[src/rtl/uart_byte_tx.sv]
// uart_byte_tx: 8N1 UART transmitter (LSB first, idle high) with a small byte FIFO in front of the shifter.
// Ports: clk / rst_n (synchronous, active-low); txdata + dataValid push one byte per strobe;
//        uart_tx serial line; tx_busy frame in flight or bytes queued; fifo_full FIFO at capacity;
//        overflow one-cycle pulse when a push is dropped.
// Define UART_TX_PARITY_EN to insert an even-parity bit after the data bits (11-bit frame).
module uart_byte_tx #(
   parameter int CLKS_PER_BIT = 434,
   parameter int FIFO_DEPTH   = 4
) (
   input  logic       clk,
   input  logic       rst_n,
   input  logic [7:0] txdata,
   input  logic       dataValid,
   output logic       uart_tx,
   output logic       tx_busy,
   output logic       fifo_full,
   output logic       overflow
);
   localparam int BW = $clog2(CLKS_PER_BIT);
   localparam int AW = $clog2(FIFO_DEPTH);
`ifdef UART_TX_PARITY_EN
   typedef enum logic [2:0] {IDLE, START, DATA, PARITY, STOP} state_e;
`else
   typedef enum logic [1:0] {IDLE, START, DATA, STOP} state_e;
`endif
   state_e        state_q, state_d;
   logic [BW-1:0] baud_q, baud_d;
   logic [2:0]    bit_q, bit_d;
   logic [7:0]    shift_q, shift_d;
   logic          tx_q, tx_d;
   logic          busy_q, ovf_q;
   logic [7:0]    mem_q [FIFO_DEPTH];
   logic [AW-1:0] wr_q, rd_q;
   logic [AW:0]   cnt_q, cnt_d;
   logic          full, pop, push, baud_end;
`ifdef UART_TX_PARITY_EN
   logic          par_q;
`endif
   assign full     = cnt_q == (AW+1)'(FIFO_DEPTH);
   assign pop      = (state_q == IDLE) && (cnt_q != '0);
   // a push into a full FIFO still fits when the head leaves in the same cycle
   assign push     = dataValid && (!full || pop);
   assign baud_end = baud_q == BW'(CLKS_PER_BIT - 1);
   assign cnt_d    = cnt_q + (AW+1)'(push) - (AW+1)'(pop);
   // line level is registered from the current state, so each bit appears one clk after its state begins
   always_comb begin
      state_d = state_q;
      bit_d   = bit_q;
      shift_d = shift_q;
      tx_d    = 1'b1;
      baud_d  = (state_q == IDLE || baud_end) ? '0 : baud_q + 1'b1;
      case (state_q)
         START: begin
            tx_d = 1'b0;
            if (baud_end) begin
               state_d = DATA;
               bit_d   = '0;
            end
         end
         DATA: begin
            tx_d = shift_q[0];
            if (baud_end) begin
               shift_d = shift_q >> 1;
               bit_d   = bit_q + 3'd1;
`ifdef UART_TX_PARITY_EN
               if (bit_q == 3'd7) state_d = PARITY;
`else
               if (bit_q == 3'd7) state_d = STOP;
`endif
            end
         end
`ifdef UART_TX_PARITY_EN
         PARITY: begin
            tx_d = par_q;
            if (baud_end) state_d = STOP;
         end
`endif
         STOP: if (baud_end) state_d = IDLE;
         default: if (pop) begin
            shift_d = mem_q[rd_q];
            state_d = START;
         end
      endcase
   end
   always_ff @(posedge clk) begin
      if (!rst_n) begin
         state_q <= IDLE;
         baud_q  <= '0;
         bit_q   <= '0;
         shift_q <= '0;
         tx_q    <= 1'b1;
         busy_q  <= 1'b0;
         ovf_q   <= 1'b0;
         wr_q    <= '0;
         rd_q    <= '0;
         cnt_q   <= '0;
      end else begin
         state_q <= state_d;
         baud_q  <= baud_d;
         bit_q   <= bit_d;
         shift_q <= shift_d;
         tx_q    <= tx_d;
         busy_q  <= (state_q != IDLE) || (cnt_q != '0);
         ovf_q   <= dataValid && full && !pop;
         wr_q    <= wr_q + AW'(push);
         rd_q    <= rd_q + AW'(pop);
         cnt_q   <= cnt_d;
      end
   end
`ifdef UART_TX_PARITY_EN
   always_ff @(posedge clk) begin
      if (!rst_n) par_q <= 1'b0;
      else if (pop) par_q <= ^mem_q[rd_q];
   end
`endif
   always_ff @(posedge clk) begin
      if (push) mem_q[wr_q] <= txdata;
   end
   assign uart_tx   = tx_q;
   assign tx_busy   = busy_q;
   assign fifo_full = full;
   assign overflow  = ovf_q;
endmodule

[config.mk]
export PLATFORM = sky130hd
export DESIGN_NAME = uart_byte_tx
export DESIGN_NICKNAME = d
export VERILOG_FILES = /design/src/rtl/uart_byte_tx.sv
export SDC_FILE = /design/constraint.sdc
export NUM_CORES = 1
export LEC_CHECK = 0
export CAP_MARGIN = 5
export CORE_MARGIN = 2
export CORE_UTILIZATION = 50
export CTS_CLUSTER_SIZE = 10
export DETAILED_ROUTE_END_ITERATION = 6
export PLACE_DENSITY = 0.69
export SLEW_MARGIN = 10
export SYNTH_ARGS = -nofsm -noshare
export SYNTH_HDL_FRONTEND = slang
export SYNTH_SLANG_ARGS = --single-unit
[constraint.sdc]
create_clock -name clk -period 2.7 [get_ports clk]
set_input_delay 0.675 -clock clk [delete_from_list [all_inputs] [get_ports clk]]
set_output_delay 0.675 -clock clk [all_outputs]
set_load 0.05 [all_outputs]
==> results.sh, run 1 <==
export IMPL_outcome="complete, no violations"
export IMPL_routed_via_count=1627
export IMPL_final_setup_viol_count=0
export IMPL_clock_tree_root_cell="sky130_fd_sc_hd__clkbuf_8"
export IMPL_synth_fp_nets=230
export IMPL_dominant_register_cell_in_the_synthesized_netlist="sky130_fd_sc_hd__edfxtp_1"
export IMPL_die_height_um=77.5
export IMPL_slew_viol_final=0
export IMPL_detail_route_first_pass_iterations=4
export IMPL_synthesis_area_mm2=0.00270
export IMPL_min_path_cells=1
export IMPL_tightest_slew_ns=0.604
export IMPL_overflow=0
export IMPL_timing_hold_ws_ns=0.460
export IMPL_routed_wl_met3_um=172
export IMPL_fin_setup_tns_ns=0
export IMPL_power_ir_vdd_worst_mv=0.594
export IMPL_start_util=0.523
export IMPL_postSynthRegisterBits=64
export IMPL_initial_antenna_violation_count=0
export IMPL_rsz0062_at_grt="no"
export IMPL_area_enclosed_by_the_die_boundary_mm2=0.00601
export IMPL_setup_bufs_post_cts=0
export IMPL_clock_sinks=64
export IMPL_total_count_of_hold_check_failures_in_the_final_report=0
export IMPL_power_clock_fraction=0.306
export IMPL_routed_via_density=5.30
export IMPL_achievable_frequency_mhz=411
export IMPL_powerDensity_mw_per_mm2=929
export IMPL_fin_skew_ns=0.00656
export IMPL_synth_avg_cell_area_um2=13.1
export IMPL_r2r_cells=11
export IMPL_tritoncts="done"
export IMPL_clk_path_buf_depth=2
export IMPL_synth_async_sr_flop_share=0
export IMPL_met2_wirelength_um=2170
export IMPL_synth_seq_area_share=0.592
export IMPL_first_iter_violations=100
export IMPL_clock_pin_slew_on_the_worst_setup_and_hold_paths_ns=0.07
export IMPL_netSwitchingFraction=0.305
export IMPL_first_global_vias=1641
export IMPL_synth_top_cells_by_area="sky130_fd_sc_hd__edfxtp_1 (36%), sky130_fd_sc_hd__dfxtp_1 (24%), sky130_fd_sc_hd__mux4_2 (6.7%)"
export IMPL_worstHoldPathType="reg2reg"
export IMPL_post_route_cells_drive_above_1_share=0.156
export IMPL_p_leak_uw=0.00119
export IMPL_endpoint_kind="output pin"
export IMPL_top_signal_layer_used="met4"
export IMPL_gpl_final_weighted_congestion=0.778
export IMPL_diodes=0
export IMPL_synthDistinctLibCells=38
export IMPL_grt_start_max_net_pins=18
export IMPL_number_of_cell_rows=26
export IMPL_post_dp_cell_area_mm2=0.00294
export IMPL_max_slew_margin=0.597
export IMPL_timing_final_crit_share=0.901
export IMPL_arrival_ns=1.76
export IMPL_wirelength_met1_um=2170
export IMPL_critical_path_launch_point_type="register"
export IMPL_worst_setup_path_type="reg2out"
export IMPL_dieWidth_um=77.5
export IMPL_number_of_warnings_reported_in_the_yosys_synthesis_log=0
export IMPL_hpwlAfterDp_um=3110
export IMPL_final_area_mm2=0.00316
export IMPL_finalNonFillerCells=307
export IMPL_final_min_clock_period_ns=2.43
export IMPL_post_cts_resize_count=0
export IMPL_worst_endpoint_required_ns=2.03
export IMPL_detail_route_drc_violations=0
export IMPL_final_antenna_net_count=0
export IMPL_design_core_area_mm2=0.00517
export IMPL_worstPathMaxFanout=5
export IMPL_internal_power_uw=2040
export IMPL_library_cell_occupying_the_most_area_in_the_post_synthesis_netlist="sky130_fd_sc_hd__edfxtp_1"
export IMPL_placedCellCount=291
export IMPL_maxCapViolations=0
export IMPL_power_combinational_fraction=0.257
export IMPL_cts_max_level=3
export IMPL_synth_edf_count=32
export IMPL_io_pin_count=15
export IMPL_postRouteWirelength_um=4620
export IMPL_global_route_wire_length_before_repair_um=7830
export IMPL_drt_wirelength_per_cell_um=15.0
export IMPL_most_frequent_cells_in_the_layout="sky130_fd_sc_hd__dfxtp_1 (32), sky130_fd_sc_hd__edfxtp_1 (32), sky130_fd_sc_hd__nor2_1 (18)"
export IMPL_areaGrowthSynthToFinish_pct=16.8
export IMPL_port_buffers=14
export IMPL_share_of_yosys_cell_area_claimed_by_the_top_area_cell_type=0.355
export IMPL_cts_hold_repair_buffers=0
export IMPL_worstSkewPairLatency_ns=0.34
export IMPL_netSwitchingPower_uw=896
export IMPL_grt_util_all_layers=0.174
export IMPL_design_final_nets=255
export IMPL_share_of_total_power_in_sequential_cells=0.437
export IMPL_synthesized_instance_count=207
export IMPL_numCtsBuffers=9
==> synthesized netlist by cell type (6+ instances only) <==
cell                       count
sky130_fd_sc_hd__nor2_1       18
sky130_fd_sc_hd__mux4_2        8
sky130_fd_sc_hd__xnor2_1       8
sky130_fd_sc_hd__edfxtp_1     32
sky130_fd_sc_hd__o21ai_0       6
sky130_fd_sc_hd__mux2i_1       9
sky130_fd_sc_hd__nand2_1       9
sky130_fd_sc_hd__o31ai_1       8
sky130_fd_sc_hd__inv_1         8
sky130_fd_sc_hd__a21oi_1      10
sky130_fd_sc_hd__ha_1         11
sky130_fd_sc_hd__dfxtp_1      32
==> power by group through the flow <==
stage / logic [uW] / registers (uW) / clock network (uW)
2_1_floorplan: 582 / 1290 / 0
3_3_place_gp: 743 / 1300 / 0
3_5_place_dp: 755 / 1300 / 0
4_1_cts: 758 / 1280 / 914
5_1_grt: 848 / 1300 / 958
6_report: 755 / 1280 / 898
==> routing by layer <==
layer / track usage / vias up
li1: - / 803
met1: 0.224 / 777
met2: 0.277 / 36
met3: 0.0360 / 11
met4: 0.0911 / 0
met5: 0 / -
==> flip-flops by register name (all words and copies together) (netlist names) <==
signal	cells
state_q	2
tx_busy	1
wr_q	2
uart_tx	1
overflow	1
rd_q	2
shift_q	8
cnt_q	3
baud_q	9
bit_q	3
mem_q	32
==> stage by stage <==
step | setup slack (ns) | total power (uW) | utilization
detailed placement | 0.203 | 2060 | 0.568
global route | 0.117 | 3110 | 0.611
finish | 0.266 | 2930 | 0.611
CTS | 0.249 | 2960 | 0.611
global placement | 0.261 | 2040 | 0.568
floorplan | 0.558 | 1870 | -
==> final timing paths <==
kind / to / from / slack (ns)
setup / recovery: fifo_full / cnt_q[1] / 0.27
hold / removal: baud_q[0] / baud_q[0] / 0.46
setup reg to reg: cnt_q[2] / state_q[0] / 0.40
hold reg to reg: baud_q[0] / baud_q[0] / 0.46
==> cell families after synthesis <==
group                    Yosys count  share of synthesized area
buffers and inverters             17                     0.0301
AND/OR/NAND/NOR                   57                      0.116
XOR/XNOR                          11                     0.0356
AO/OA/AOI/OAI                     29                     0.0676
adder cells (fa/ha/maj)           12                     0.0583
flip-flops                        64                      0.592
multiplexers                      17                      0.100
==> worst max-delay path, stage by stage, from the launching register on <==
cell and delay, ns:
sky130_fd_sc_hd__dfxtp_1 0.36, sky130_fd_sc_hd__nor2_1 0.12, sky130_fd_sc_hd__nand2_1 0.07, sky130_fd_sc_hd__inv_1 0.08
sky130_fd_sc_hd__clkdlybuf4s50_1 0.80
==> final cells by class <==
class | count | area, um2
Clock buffer | 9 | 124
Tap cell | 70 | 87.6
Timing Repair Buffer | 21 | 193
Multi-Input combinational cell | 126 | 1020
Sequential cell | 64 | 1600
Fill cell | 423 | 2010
Clock inverter | 7 | 95.1
Inverter | 10 | 37.5
Power figures use the tool's default switching activity.
==> inputs of run 2 (changes only) <==
--- a/config.mk
+++ b/config.mk
@@ -5,8 +5,6 @@
 export SDC_FILE = /design/constraint.sdc
 export NUM_CORES = 1
 export LEC_CHECK = 0
-export CAP_MARGIN = 5
-export CORE_MARGIN = 2
 export CORE_UTILIZATION = 50
 export CTS_CLUSTER_SIZE = 10
 export DETAILED_ROUTE_END_ITERATION = 6
==> run 2 against run 1 <==
Non-clock buffer count unchanged. Critical endpoint unchanged. Worst hold slack about the same. Largest cell class unchanged. Critical path depth unchanged. Design area down 1.7%. Sequential share of layout area up 0.86 points. Global-route usage up 1.7 points.
==> results.sh, run 2 (synthesis gave the netlist of run 1 again) <==
export IMPL_routed_via_density=5.27
export IMPL_clock_tree_root_cell="sky130_fd_sc_hd__clkbuf_8"
export IMPL_fin_skew_ns=0.0102
export IMPL_dieWidth_um=75.5
export IMPL_cts_max_level=3
export IMPL_rsz0062_at_grt="no"
export IMPL_largest_register_ff_count=32
export IMPL_start_util=0.523
export IMPL_final_min_clock_period_ns=2.41
export IMPL_fin_setup_tns_ns=0
export IMPL_placedCellCount=291
export IMPL_finalNonFillerCells=307
export IMPL_numCtsBuffers=9
export IMPL_endpoint_kind="output pin"
export IMPL_tritoncts="done"
export IMPL_post_cts_resize_count=0
export IMPL_io_pin_count=15
export IMPL_hpwlAfterDp_um=3060
export IMPL_most_frequent_cells_in_the_layout="sky130_fd_sc_hd__dfxtp_1 (32), sky130_fd_sc_hd__edfxtp_1 (32), sky130_fd_sc_hd__nor2_1 (18)"
export IMPL_port_buffers=14
export IMPL_achievable_frequency_mhz=416
export IMPL_worstPathMaxFanout=5
export IMPL_cts_hold_repair_buffers=0
export IMPL_grt_start_max_net_pins=18
export IMPL_tightest_slew_ns=0.617
export IMPL_number_of_cell_rows=26
export IMPL_postRouteWirelength_um=4440
export IMPL_outcome="complete, no violations"
export IMPL_grt_util_all_layers=0.190
export IMPL_diodes=0
export IMPL_total_count_of_hold_check_failures_in_the_final_report=0
export IMPL_worstSkewPairLatency_ns=0.34
export IMPL_top_register="mem_q"
export IMPL_clock_pin_slew_on_the_worst_setup_and_hold_paths_ns=0.06
export IMPL_critPathSlowestCell="sky130_fd_sc_hd__clkdlybuf4s50_1"
export IMPL_area_enclosed_by_the_die_boundary_mm2=0.00571
export IMPL_max_slew_margin=0.588
export IMPL_design_final_nets=255
export IMPL_post_route_cells_drive_above_1_share=0.143
export IMPL_overflow=0
export IMPL_design_core_area_mm2=0.00517
export IMPL_worst_setup_path_type="reg2out"
export IMPL_setup_slack_of_the_worst_register_to_register_path_ns=0.43
export IMPL_p_leak_uw=0.00116
export IMPL_worst_endpoint_required_ns=2.03
export IMPL_clk_path_buf_depth=2
export IMPL_timing_critical_path_cells="nor2_1 > nand2_1 > inv_1 > clkdlybuf4s50_1"
export IMPL_routed_via_count=1617
export IMPL_detail_route_first_pass_iterations=4
export IMPL_post_dp_cell_area_mm2=0.00294
export IMPL_startpoint_of_the_most_critical_register_to_register_path="state_q[0]"
export IMPL_holdPathEnd="baud_q[0]"
export IMPL_r2r_cells=11
export IMPL_critical_path_launch_point_type="register"
export IMPL_clock_sinks=64
export IMPL_final_area_mm2=0.00311
export IMPL_fin_ws_ns=0.294
export IMPL_final_antenna_net_count=0
export IMPL_power_ir_vdd_worst_mv=0.462
export IMPL_slew_viol_final=0
export IMPL_n_fill_cell=409
export IMPL_powerDensity_mw_per_mm2=875
export IMPL_min_delay_start="baud_q[0]"
export IMPL_timing_final_crit_share=0.891
export IMPL_global_route_wire_length_before_repair_um=7470
export IMPL_place_worst_setup_slack_ns=0.240
export IMPL_min_path_cells=1
export IMPL_worstHoldPathType="reg2reg"
export IMPL_die_height_um=75.5
export IMPL_drt_wirelength_per_cell_um=14.4
export IMPL_crit_path_max_incr_delay_ns=0.79
export IMPL_initial_antenna_violation_count=0
export IMPL_gpl_final_weighted_congestion=0.827
export IMPL_postLayoutCoreUtil=0.601
export IMPL_first_global_vias=1567
export IMPL_first_iter_violations=83
export IMPL_maxCapViolations=0
export IMPL_arrival_ns=1.73
export IMPL_final_setup_viol_count=0
export IMPL_areaGrowthSynthToFinish_pct=14.9
export IMPL_worst_r2r_endpoint="cnt_q[2]"
export IMPL_setup_bufs_post_cts=0
export IMPL_reg_largest_list="mem_q: 32 flops, baud_q: 9 flops, shift_q: 8 flops"
export IMPL_detail_route_drc_violations=0
run 2: changes by cell type in the layout (fill, tap and decap cells not counted):
cell and delta:
sky130_fd_sc_hd__clkinv_4 -1, sky130_fd_sc_hd__bufinv_16 -2, sky130_fd_sc_hd__clkbuf_8 +1, sky130_fd_sc_hd__inv_6 -1
sky130_fd_sc_hd__clkinv_1 +1, sky130_fd_sc_hd__clkbuf_1 +2
run 2: cell type report:
type	count	area, um2	share of cell area
flip-flops and latches	64	1600	0.516
multi-input cells	126	1020	0.329
repair buffers	21	193	0.0620
clock buffers	12	145	0.0467
inverters	10	37.5	0.0121
well taps	70	87.6	0.0282
clock inverters	4	21.3	0.00685
run 2: power breakdown:
part           internal, uW  total [uW]  leakage (uW)  switching, uW
Sequential             1160        1280      0.000555            114
Clock                   352         693     0.0000838            341
Combinational           356         746      0.000523            390
run 2: critical path, delay by kind of cell, from the launching register on:
| family | cells | cell delay, ns |
|---|---|---|
| buf+inv | 2 | 0.86 |
| flops | 1 | 0.36 |
| simple gates | 2 | 0.19 |
run 2: metal layers:
metal  GRT usage  vias to the layer above  share of wire
li1            -                      804              -
met1       0.249                      768           0.48
met2       0.280                       34           0.46
met3      0.0516                       11          0.034
met4       0.123                        0          0.028
met5           0                        -              0
run 2: stage by stage:
| stage | hold slack, ns | power, uW |
|---|---|---|
| after global routing | 0.485 | 2900 |
| final | 0.460 | 2720 |
| after detailed placement | 0.452 | 2060 |
| after global placement | 0.443 | 2050 |
| after floorplan | 0.430 | 1870 |
| after CTS | 0.467 | 2750 |
run 2: worst max-delay path by stage:
stage	from	endpoint	slack (ns)	cells past startpoint
5_1_grt	state_q[0]	cnt_q[2]	0.17	11
2_1_floorplan	state_q[0]	cnt_q[2]	0.56	9
6_report	cnt_q[1]	fifo_full	0.29	4
3_3_place_gp	dataValid	cnt_q[2]	0.27	8
3_5_place_dp	dataValid	cnt_q[2]	0.24	8
4_1_cts	cnt_q[1]	fifo_full	0.28	4
